**config.mk**
```make
export PLATFORM = sky130hd
export DESIGN_NAME = ap_accumulator
export DESIGN_NICKNAME = d
export VERILOG_FILES = /design/src/rtl/ap_acc_pkg.sv /design/src/rtl/i_ap_adder.sv /design/src/rtl/ap_accumulator.sv
export SDC_FILE = /design/constraint.sdc
export NUM_CORES = 1
export LEC_CHECK = 0
export BUFFER_PORTS_ARGS = -buffer_cell sky130_fd_sc_hd__buf_4
export CORE_ASPECT_RATIO = 0.9
export CORE_MARGIN = 4
export CORE_UTILIZATION = 40
export DETAILED_ROUTE_END_ITERATION = 8
export SLEW_MARGIN = 10
export SYNTH_ARGS = -nofsm -noshare
export SYNTH_HDL_FRONTEND = slang
export SYNTH_SLANG_ARGS = --single-unit
```
**constraint.sdc**
```tcl
create_clock -name clk -period 2.3 [get_ports clk]
set_input_delay 0 -clock clk [delete_from_list [all_inputs] [get_ports clk]]
set_output_delay 0 -clock clk [all_outputs]
set_load 0.02 [all_outputs]
```
**src/rtl/ap_acc_pkg.sv**
```systemverilog
// ap_acc_pkg: shared constants, FSM state type and the
// bit-exact reference ap_add model for the approximate adder.
package ap_acc_pkg;

  localparam int DATA_W   = 16;
  localparam int EXACT_W  = 4;
  localparam int APPROX_W = 12;

  typedef enum logic {
    ACC  = 1'b0,
    HOLD = 1'b1
  } state_t;

  // Upper EXACT_W bits add mod 2**EXACT_W with no carry in.
  // Lower bit i is forced to 1 when any bit pair at or
  // above i (within the approximate part) generates.
  function automatic logic [DATA_W-1:0] ap_add(
    input logic [DATA_W-1:0] a,
    input logic [DATA_W-1:0] b
  );
    logic [DATA_W-1:0] s;
    logic              g;
    s = '0;
    s[DATA_W-1:APPROX_W] = a[DATA_W-1:APPROX_W]
                         + b[DATA_W-1:APPROX_W];
    g = 1'b0;
    for (int i = APPROX_W-1; i >= 0; i--) begin
      g    = g | (a[i] & b[i]);
      s[i] = g | a[i] | b[i];
    end
    return s;
  endfunction

endpackage

```
**src/rtl/i_ap_adder.sv**
```systemverilog
// i_ap_adder: 16-bit approximate adder (exact upper nibble,
// generate-propagating OR approximation in the low 12 bits).
// Ports: a, b - operands; s - approximate sum.
module i_ap_adder
  import ap_acc_pkg::*;
(
  input  logic [DATA_W-1:0] a,
  input  logic [DATA_W-1:0] b,
  output logic [DATA_W-1:0] s
);

  // g[i]: some bit pair j in i..APPROX_W-1 generates
  logic [APPROX_W-1:0] g;

  always_comb begin
    g = '0;
    g[APPROX_W-1] = a[APPROX_W-1] & b[APPROX_W-1];
    for (int i = APPROX_W-2; i >= 0; i--) begin
      g[i] = g[i+1] | (a[i] & b[i]);
    end
  end

  assign s[DATA_W-1:APPROX_W] = a[DATA_W-1:APPROX_W]
                              + b[DATA_W-1:APPROX_W];

  assign s[APPROX_W-1:0] = g
                         | a[APPROX_W-1:0]
                         | b[APPROX_W-1:0];

endmodule

```
**src/rtl/ap_accumulator.sv**
```systemverilog
// ap_accumulator: sums N_TERMS operands per frame through the
// approximate adder and hands one result out over valid/ready.
// Macro AP_ACC_EXACT_EN: exact a+b datapath, no i_ap_adder.
// Ports: clk, rst (sync, active-high);
//   in_valid/in_ready/in_data   - operand stream;
//   out_valid/out_ready/out_data - frame result;
//   busy - frame in progress or result pending.
module ap_accumulator
  import ap_acc_pkg::*;
#(
  parameter int unsigned N_TERMS = 8,
  parameter int unsigned CNT_W   = 16
) (
  input  logic              clk,
  input  logic              rst,
  input  logic              in_valid,
  output logic              in_ready,
  input  logic [DATA_W-1:0] in_data,
  output logic              out_valid,
  input  logic              out_ready,
  output logic [DATA_W-1:0] out_data,
  output logic              busy
);

  localparam logic [CNT_W-1:0] LAST = CNT_W'(N_TERMS - 1);

  state_t            state;
  state_t            state_nx;
  logic [DATA_W-1:0] acc;
  logic [DATA_W-1:0] sum;
  logic [CNT_W-1:0]  cnt;
  logic              xfer_in;
  logic              last;

`ifdef AP_ACC_EXACT_EN
  assign sum = acc + in_data;
`else
  i_ap_adder u_add (
    .a (acc),
    .b (in_data),
    .s (sum)
  );
`endif

  // Ready is held low while rst is asserted so nothing is
  // accepted in the reset cycle itself.
  assign in_ready = (state == ACC) & ~rst;
  assign xfer_in  = in_valid & in_ready;
  assign last     = (cnt == LAST);
  assign busy     = (cnt != '0) | out_valid;

  always_comb begin
    state_nx = state;
    unique case (state)
      ACC:  if (xfer_in && last) state_nx = HOLD;
      HOLD: if (out_ready)       state_nx = ACC;
      default: state_nx = ACC;
    endcase
  end

  always_ff @(posedge clk) begin
    if (rst) begin
      state     <= ACC;
      acc       <= '0;
      cnt       <= '0;
      out_valid <= 1'b0;
      out_data  <= '0;
    end else begin
      state <= state_nx;
      if (xfer_in) begin
        if (last) begin
          out_data  <= sum;
          out_valid <= 1'b1;
          acc       <= '0;
          cnt       <= '0;
        end else begin
          acc <= sum;
          cnt <= cnt + 1'b1;
        end
      end
      // out_valid is only high in HOLD, so no clash
      // with the set above.
      if (state == HOLD && out_ready) begin
        out_valid <= 1'b0;
      end
    end
  end

endmodule

```
==> results.yml <==
clocking:
  cts_setup_buffers: 0
  worstSkewPairLatency_ns: 0.31
  cts_buffers: 5
  cts_max_path_buffers: 2
  htree_levels: 2
  tritoncts: "built"
  cts-root-buf: "clkbuf_8"
  path_clk_slew_ns: 0.10
  post_cts_resized: 0
  cts_num_sinks: 50
worst_setup_path:
  path_depth: 5
  r2r_cells: 5
  endpoint: "out_data[15]$_SDFFE_PP0P_"
  r2r-start: "cnt[1]$_SDFFE_PP0P_"
  critPathKind: "flop to flop"
  cp.arrival_ns: 2.06
  crit_start: "cnt[1]$_SDFFE_PP0P_"
  required_ns: 2.50
  critPathMaxStageDelay_ns: 0.38
  worst-path-max-fanout: 9
  r2r_setup_slack_ns: 0.44
  slowest_stage: "dfxtp_1"
  critPathLaunchType: "flop"
  crit_path_end_kind: "flop"
  path_cells: "ha_1 -> and2_1 -> nand2_1 -> nor2_4 -> mux2_2"
  path_buf_inv: 0
  crit_family: "simple AND/OR/NAND/NOR gates"
  timing.rr.end: "out_data[15]$_SDFFE_PP0P_"
timing:
  rsz0062_at_grt: "false"
  fin_crit_ns: 1.86
  hold_viol_final: 0
  setup_viol: 0
  maxSlewHeadroom_pct: 59.7
  fin_tns_setup_ns: 0
  fmax_mhz: 539
  worstMarginPinSlew_ns: 0.599
  fin_crit_sh_pct: 80.7
  finClkSkew_ns: 0.0122
  drv_slew: 0
synthesis:
  syn_inst: 256
  ys_seq_elements: 50
  synth_edf_count: 0
  yosys_warnings: 0
  synthArstFlopShare_pct: 0
  syn_area_um2: 2290
  netlist-cell-type-count: 50
  syn_nets: 282
  synth.avg_cell_area_um2: 8.95
  ys_seq_area_share_pct: 43.7
  ys.flop_type: "dfxtp_1"
worst_hold_path:
  hp-class: "input pin to flop"
  hp-start: "in_data[6]"
floorplanning:
  core_area_um2: 5410
  rows: 25
  start_util_pct: 42.4
  fp.dieW_um: 87.8
  die_height_um: 79.8
  io_pins: 39
  die_area_um2: 7010
placed_design:
  gp_congestion: 0.763
  hpwl_mm: 4.12
  io_buffers: 38
detailed_routing:
  wl_per_cell_um: 15.0
  firstDrtPassIters: 4
  ant_nets: 0
  route.detailed.drc: 0
  drt-total-wl_mm: 5.55
  drt_iter0_drc: 103
  viasPerCell: 5.41
  num_vias: 2001
global_routing:
  gr-usage-met1_pct: 26.1
  overflow: 0
  use_met3_pct: 3.30
  grt_pass1_vias: 1855
  grt_most_used_layer: "met1"
  track_usage_pct: 16.9
  antenna_found_initial: 0
  grt_pass1_wl_mm: 9.28
  grt_max_degree: 25
  grt_use_met2_pct: 23.2
finish:
  final_util_pct: 51.7
  drive_gt1_share_pct: 20.5
  syn_to_final_growth_pct: 22.1
  n_antenna_cell: 0
  fin_nets: 328
status:
  status: "finished clean"
job:
  cap_viol_max_count: 0
power:
  power_density_nw_per_um2: 604
  irDropWorstVdd_uv: 360
  power_leakage_nw: 1.11
==> cell usage in the layout, fill, tap and decap left out, drive strengths merged, types with 2 or more instances in the layout <==
master	n
buf	46
o21ai	13
or3	6
nand4	6
nor4	6
mux2i	4
and2	3
inv	4
dfxtp	50
a211o	2
nand2b	7
nor2	27
nand3	11
xnor2	3
and4	4
nor3	10
xor2	6
dlygate4sd3	4
a211oi	2
clkinv	2
nor2b	8
clkbuf	5
ha	5
a21oi	30
nand2	11
and3	2
a22o	5
a2111oi	2
==> worst reg2reg max path, cell delays in order (launching register included) <==
cell     delay (ns)
dfxtp_1        0.38
ha_1           0.19
and2_1         0.24
nand2_1        0.24
nor2_4         0.33
mux2_2         0.37
==> power by group <==
part / switching, W / internal (W)
Clock: 0.000301 / 0.000214
Combinational: 0.000119 / 0.000128
Sequential: 0.0000280 / 0.000900
==> cell usage after synthesis (all sizes together), types with 2 or more instances <==
master	instances	share of area [%]
a2111oi	2	1.0
a211o	2	0.76
a211oi	2	0.65
a21oi	30	6.6
a22o	5	1.9
and2	3	0.82
and3	2	0.55
and4	4	1.5
buf	6	1.5
clkbuf	5	0.82
dfxtp	50	44
ha	5	2.7
inv	4	0.65
mux2i	4	1.7
nand2	11	1.8
nand2b	7	1.9
nand3	11	2.6
nand4	6	1.6
nor2	27	4.7
nor2b	8	2.2
nor3	10	2.2
nor4	6	1.9
o21ai	13	2.8
or3	6	1.6
xnor2	3	1.1
xor2	6	2.3
==> what timing repair did <==
| item | in CTS | in global routing |
|---|---|---|
| hold buffers | 4 | 0 |
| endpoints found under the setup margin | 0 | 0 |
| hold endpoints to repair | 5 | 0 |
==> flip-flops by register name (all words and copies together) (netlist names) <==
signal / cells
out_data: 16
acc: 16
out_valid: 1
state: 1
cnt: 16
==> metrics by stage <==
stage          setup slack, ns  total power, W  area [um^2]  hold slack [ns]  cells
5_1_grt                  0.268         0.00178         2800           0.0100    370
4_1_cts                  0.431         0.00171         2800          0.00322    370
2_1_floorplan            0.694         0.00110         2290            0.104    256
3_5_place_dp             0.453         0.00119         2670            0.222    358
3_3_place_gp             0.529         0.00119         2670            0.213    358
6_report                 0.443         0.00169         2800           0.0119    370
==> metal layers <==
layer | up-vias | wire, um
met1 | 931 | 2910
met2 | 45 | 2310
met5 | - | 0
li1 | 1020 | -
met4 | 0 | 48
met3 | 5 | 291
==> logic make-up after synthesis <==
kind of cell	share of synthesized area, %
simple gates	25.9
compound gates	17.1
flops	43.7
buf+inv	3.00
xor+xnor	4.42
fa+ha+maj	3.60
mux	2.24
==> worst min-delay path by stage <==
stage	end	slack [ns]	depth (start not counted)
floorplan	state$_SDFF_PP0_	0.10	1
global placement	state$_SDFF_PP0_	0.21	2
detailed placement	state$_SDFF_PP0_	0.22	2
CTS	out_data[6]$_SDFFE_PP0P_	0.003	3
global route	out_data[6]$_SDFFE_PP0P_	0.01	3
finish	out_data[6]$_SDFFE_PP0P_	0.01	3
==> cell type report <==
type / count / area (um^2)
Tap cell: 67 / 83.8
Fill cell: 546 / 2610
Inverter: 4 / 15.0
Clock inverter: 3 / 21.3
Sequential cell: 50 / 1000
Clock buffer: 5 / 68.8
Multi-Input combinational cell: 191 / 1220
Timing Repair Buffer: 50 / 385
No activity file was read; power rests on OpenSTA's default activity.
